File: config.mk
export PLATFORM = sky130hd
export DESIGN_NAME = load_store_unit
export DESIGN_NICKNAME = d
export VERILOG_FILES = /design/src/rtl/load_store_unit.sv
export SDC_FILE = /design/constraint.sdc
export NUM_CORES = 1
export LEC_CHECK = 0
export BUFFER_PORTS_ARGS = -buffer_cell sky130_fd_sc_hd__buf_2
export CAP_MARGIN = 10
export CELL_PAD_IN_SITES_DETAIL_PLACEMENT = 1
export CELL_PAD_IN_SITES_GLOBAL_PLACEMENT = 1
export CORE_MARGIN = 8
export CORE_UTILIZATION = 37
export DETAILED_ROUTE_END_ITERATION = 10
export PLACE_DENSITY_LB_ADDON = 0.15
export RECOVER_POWER = 25
export SKIP_LAST_GASP = 1
export SLEW_MARGIN = 20
export SYNTH_ARGS = -nofsm -noshare
export SYNTH_HDL_FRONTEND = slang
export SYNTH_SLANG_ARGS = --single-unit
File: constraint.sdc
create_clock -name clk -period 6.6 [get_ports clk]
set_input_delay 1.32 -clock clk [delete_from_list [all_inputs] [get_ports clk]]
set_output_delay 1.32 -clock clk [all_outputs]
set_load 0.005 [all_outputs]
File: src/rtl/load_store_unit.sv
// Byte-addressed load/store front end for a word-addressed data memory with registered reads.
// Checks requests, does read-modify-write for sub-word stores and extends load data.
//
// state | meaning
// IDLE  | ready; accept and classify a request
// RD    | memory read strobe for load or sub-word store
// CAP   | read data valid: extend load data or merge store lane
// WR    | memory write strobe
// RESP  | one-cycle completion pulse
module load_store_unit #(
  parameter int W = 32,
  parameter int N = 5
) (
  input  logic         clk,
  input  logic         rst,
  input  logic         req_valid,
  output logic         req_ready,
  input  logic         req_write,
  input  logic [1:0]   req_size,
  input  logic         req_unsigned,
  input  logic [W-1:0] req_addr,
  input  logic [W-1:0] req_wdata,
  output logic         resp_valid,
  output logic [W-1:0] resp_rdata,
  output logic [1:0]   resp_err,
  output logic [W-1:0] mem_address,
  output logic         MemRead,
  output logic         MemWrite,
  output logic [W-1:0] mem_write_data,
  input  logic [W-1:0] mem_read_data
);

  typedef enum logic [2:0] {IDLE, RD, CAP, WR, RESP} state_t;

  state_t       state, state_nxt;
  logic         write_q, unsigned_q;
  logic [1:0]   size_q;
  logic [N+1:0] addr_q;
  logic [15:0]  wdata_q;
  logic [W-1:0] merge_q;
  logic [1:0]   err;
  logic [7:0]   lane_b;
  logic [15:0]  lane_h;
  logic [W-1:0] load_ext, merged;

  assign mem_address    = {{(W-N){1'b0}}, addr_q[N+1:2]};
  assign mem_write_data = merge_q;

  // Priority: illegal size, then range, then alignment.
  always_comb begin
    err = 2'b00;
    if (req_size == 2'b11)
      err = 2'b11;
    else if (req_addr[W-1:N+2] != '0)
      err = 2'b10;
    else if ((req_size == 2'b01 && req_addr[0]) ||
             (req_size == 2'b10 && req_addr[1:0] != 2'b00))
      err = 2'b01;
  end

  always_ff @(posedge clk) begin
    if (rst) state <= IDLE;
    else     state <= state_nxt;
  end

  always_comb begin
    state_nxt  = state;
    req_ready  = 1'b0;
    MemRead    = 1'b0;
    MemWrite   = 1'b0;
    resp_valid = 1'b0;
    case (state)
      IDLE: begin
        req_ready = 1'b1;
        if (req_valid) begin
          if (err != 2'b00)                         state_nxt = RESP;
          else if (req_write && req_size == 2'b10)  state_nxt = WR;
          else                                      state_nxt = RD;
        end
      end
      RD: begin
        MemRead   = 1'b1;
        state_nxt = CAP;
      end
      CAP:  state_nxt = write_q ? WR : RESP;
      WR: begin
        MemWrite  = 1'b1;
        state_nxt = RESP;
      end
      RESP: begin
        resp_valid = 1'b1;
        state_nxt  = IDLE;
      end
      default: state_nxt = IDLE;
    endcase
  end

  // Little-endian lane select, extension and store merge.
  always_comb begin
    lane_b = mem_read_data[{addr_q[1:0], 3'b000} +: 8];
    lane_h = mem_read_data[{addr_q[1], 4'b0000} +: 16];
    case (size_q)
      2'b00:   load_ext = unsigned_q ? {{(W-8){1'b0}}, lane_b}
                                     : {{(W-8){lane_b[7]}}, lane_b};
      2'b01:   load_ext = unsigned_q ? {{(W-16){1'b0}}, lane_h}
                                     : {{(W-16){lane_h[15]}}, lane_h};
      default: load_ext = mem_read_data;
    endcase
    merged = mem_read_data;
    if (size_q == 2'b00)
      merged[{addr_q[1:0], 3'b000} +: 8] = wdata_q[7:0];
    else
      merged[{addr_q[1], 4'b0000} +: 16] = wdata_q;
  end

  always_ff @(posedge clk) begin
    if (rst) begin
      write_q    <= 1'b0;
      unsigned_q <= 1'b0;
      size_q     <= 2'b00;
      addr_q     <= '0;
      wdata_q    <= '0;
      merge_q    <= '0;
      resp_rdata <= '0;
      resp_err   <= 2'b00;
    end else begin
      case (state)
        IDLE: if (req_valid) begin
          write_q    <= req_write;
          unsigned_q <= req_unsigned;
          size_q     <= req_size;
          addr_q     <= req_addr[N+1:0];
          wdata_q    <= req_wdata[15:0];
          merge_q    <= req_wdata;
          if (err != 2'b00) begin
            resp_err   <= err;
            resp_rdata <= '0;
          end
        end
        CAP: begin
          if (write_q) begin
            merge_q <= merged;
          end else begin
            resp_rdata <= load_ext;
            resp_err   <= 2'b00;
          end
        end
        WR: begin
          resp_rdata <= '0;
          resp_err   <= 2'b00;
        end
        default: ;
      endcase
    end
  end

endmodule

==> impl_results.md <==
* Outcome: finished clean
* Final net count at 856
* Distinct cell type count after synthesis at 52
* Hold path cells at 2
* Layout fillers at 1636
* Post-synth top area cell: dfxtp_1
* Hpwl dp at 14060 um
* Synth Flop Type: dfxtp_1
* Setup WS pre-CTS at 3.162 ns
* Crit-path max FO at 32
* Resize count post-CTS at 0
* Synthesis-to-finish area growth at 24.79%
* CTS tree: done
* Syn avg cell area at 8.148 um2
* Grt ovf at 0
* CTS Buf Count at 9
* Met3 usage at 6.372%
* Initial DRT Pass Iterations at 5
* Die Area at 17120 um2
* GRT met2 Usage at 35.53%
* IO Pins at 205
* Skew-Pair Late Insertion Delay at 0.36 ns
* GR Util met1 at 25.15%
* Initial Utilization at 37.30%
* Post-route setup TNS at 0 ns
* Clock tree buffer depth at 2
* Antenna violations before repair at 2
* Area share of fa/ha/maj cells after synthesis at 1.282%
* First DRT Iteration DRCs at 372
* Worst rel slew slack at 27.90%
* Drt via density at 5.423
* Critical path capture point type: register
* Simple-gate share of the synthesized area at 18.02%
* Global placer's final weighted congestion at 0.8948
* Hold crit path type: register to register
* First-pass GRT wire length at 27970 um
* Lkg Pwr at 2.646 nW
* Vias in the first global route at 5222
* H-tree depth at 3
* Internal Power at 1.046 mW
* Clock-pin slew on the worst setup and hold paths at 0.07 ns
* NetSw at 0.3754 mW
* Layout cell share with drive strength beyond 1 at 27.49%
* Post-synthesis compound-gate area fraction at 29.30%
* CP endpoint: mem_write_data[6]
* Post-synth EDFFs at 0
* Synth top area cells: dfxtp_1 39%, nand2_1 8.7%, a21oi_1 5.0%, buf_4 4.9%, o21ai_1 4.5%
* Cells on worst reg2reg path at 5
* Yosys top cell area share at 39.37%
* Worst Tran Pin Value at 1.079 ns
* Port-buffer cells at 177
* Chip Width at 130.9 um
* Final slew viol count at 0
* Sequential share of power at 44.1%
* Comb power frac at 13.0%
* Synthesized area at 4881 um2
* Post-synth ARST share at 0%
* Clock root buffer: clkbuf_16
* DRC Markers at 0
* Pin count of the biggest net entering global routing at 37
* Quantity of hold-fixing buffers added after cts at 0
* WP data arrival at 3.38 ns
* XOR/XNOR share of the synthesized area at 0.1794%
* Sink Count at 96
* Vias at 5038
* Critical Path Start Type: input pin
* Post-synthesis sequential area ratio at 39.37%
* WL/cell at 19.50 um
* Yosys Warn Count at 0
* Mapped Cells at 599
* Row count at 42
* Max Clock Freq at 324.1 MHz
* WL final at 18110 um
* Fin. Hold Viols at 0
* RSZ-0062 raised after global routing: false
* Most used routing layer: met2
* Setup Fix Bufs, Post-CTS at 0
* Worst endpoint required time at 6.89 ns
* Reg-to-reg slack, setup at 3.75 ns
* Setup-failing EPs final at 0
* Ratio of final minimum period to clock period at 46.75%
* Setup CP Type: input pin to register
* Critical R2R Capture: mem_write_data[6]
* Power per cell area at 233.4 nW/um2
* Slack of the critical path at 3.515 ns
* Die Height at 130.9 um
* Largest family of logic cells by synthesized area: compound AO/OA/AOI/OAI gates
* Sw Share at 26.40%
* Fin crit period at 3.085 ns
* Mux share of post-synthesis cell area at 2.487%
* Min-delay src: mem_write_data[21]
* Total core area at 13090 um2
* Final ANT Viol Nets at 0
* Critical path origin: req_valid
* Max-Cap Viols at 0
* Seq cells post-synth at 96
* Worst Clk Skew at 0.008785 ns
* Worst VDD drop at 0.0001341 V
* ANT cells at 0
* Reg-to-reg startpoint: state[0]
* Clk pwr share at 42.9%
* All-layer global routing usage at 21.23%
[layer usage]
metal	wire [um]	part of all wire [%]
met1	7318	40
met2	8823	49
met4	474	2.6
met3	1463	8.1
met5	30	0.17
[worst min path at each step]
| stage | endpoint | slack, ns |
|---|---|---|
| 5_1_grt | mem_write_data[17] | 0.47 |
| 3_3_place_gp | mem_write_data[30] | 0.43 |
| 4_1_cts | mem_write_data[27] | 0.45 |
| 3_5_place_dp | mem_write_data[27] | 0.44 |
| 6_report | mem_write_data[21] | 0.45 |
| 2_1_floorplan | wdata_q[15] | 0.43 |
[per-stage QoR]
step / std cells / utilization [%] / total power [mW] / hold slack (ns) / area [um2]
final: 929 / 46.55 / 1.422 / 0.4469 / 6091
after detailed placement: 912 / 43.82 / 0.8225 / 0.4401 / 5734
after CTS: 928 / 46.45 / 1.431 / 0.4495 / 6078
after global placement: 912 / 43.77 / 0.8143 / 0.4342 / 5727
after floorplan: 625 / - / 0.7450 / 0.4329 / 4979
after global routing: 929 / 46.55 / 1.485 / 0.4681 / 6091
[cells in the mapped netlist, drive strengths merged (3+ instances only)]
master and instances:
nor3 5, o21a 5, nor2 18, o21ai 77, buf 48, ha 5
nand2 113, a221o 7, inv 9, nor3b 6, a31oi 5, a21o 7
mux2 7, clkbuf 24, nand2b 22, dfxtp 96, a21oi 50, a221oi 25
a22o 21, a32o 6, and2 5, nor4 8, or3 3, o2bb2ai 5
[flip-flops by register name (all words and copies together) (netlist names)]
signal	count
size_q	2
resp_err	2
mem_write_data	32
addr_q	7
write_q	1
wdata_q	16
resp_rdata	32
unsigned_q	1
state	3
[power groups by stage]
stage	registers (mW)	clock network (mW)	logic (mW)
6_report	0.627	0.610	0.185
3_5_place_dp	0.640	0	0.183
2_1_floorplan	0.631	0	0.114
5_1_grt	0.630	0.648	0.207
3_3_place_gp	0.638	0	0.176
4_1_cts	0.626	0.620	0.184
[worst max-delay path: stages]
cell	delay (ns)
clkbuf_1	0.13
nand2_1	0.63
a21oi_4	0.88
o21ai_0	0.23
o21ai_1	0.16
[cell usage in the layout (no fill, tap or decap), types with 7 or more instances in the layout]
cell / instances
a21o_1: 7
a21oi_1: 48
a221o_1: 7
a221oi_1: 25
a22o_1: 21
buf_2: 168
clkbuf_1: 10
clkbuf_16: 9
conb_1: 27
dfxtp_1: 96
inv_1: 9
nand2_1: 113
nand2b_1: 21
nor2_1: 18
nor4_1: 8
o21ai_0: 32
o21ai_1: 44
[cells by family after synthesis]
group | count (synthesis)
buf+inv | 81
fa+ha+maj | 5
compound gates | 217
xor+xnor | 1
flops | 96
mux | 10
other cells | 1
simple gates | 188
[area by class of cell]
cell class / instances / area (um2) / share of cell area, %
sequential: 96 / 1922 / 31.55
multi-input combinational: 448 / 2636 / 43.28
clock buffer: 10 / 229.0 / 3.759
tap: 176 / 220.2 / 3.615
timing repair buffer: 184 / 934.6 / 15.35
clock inverter: 6 / 115.1 / 1.890
inverter: 9 / 33.78 / 0.5546
(Power assumes the default switching activity.)
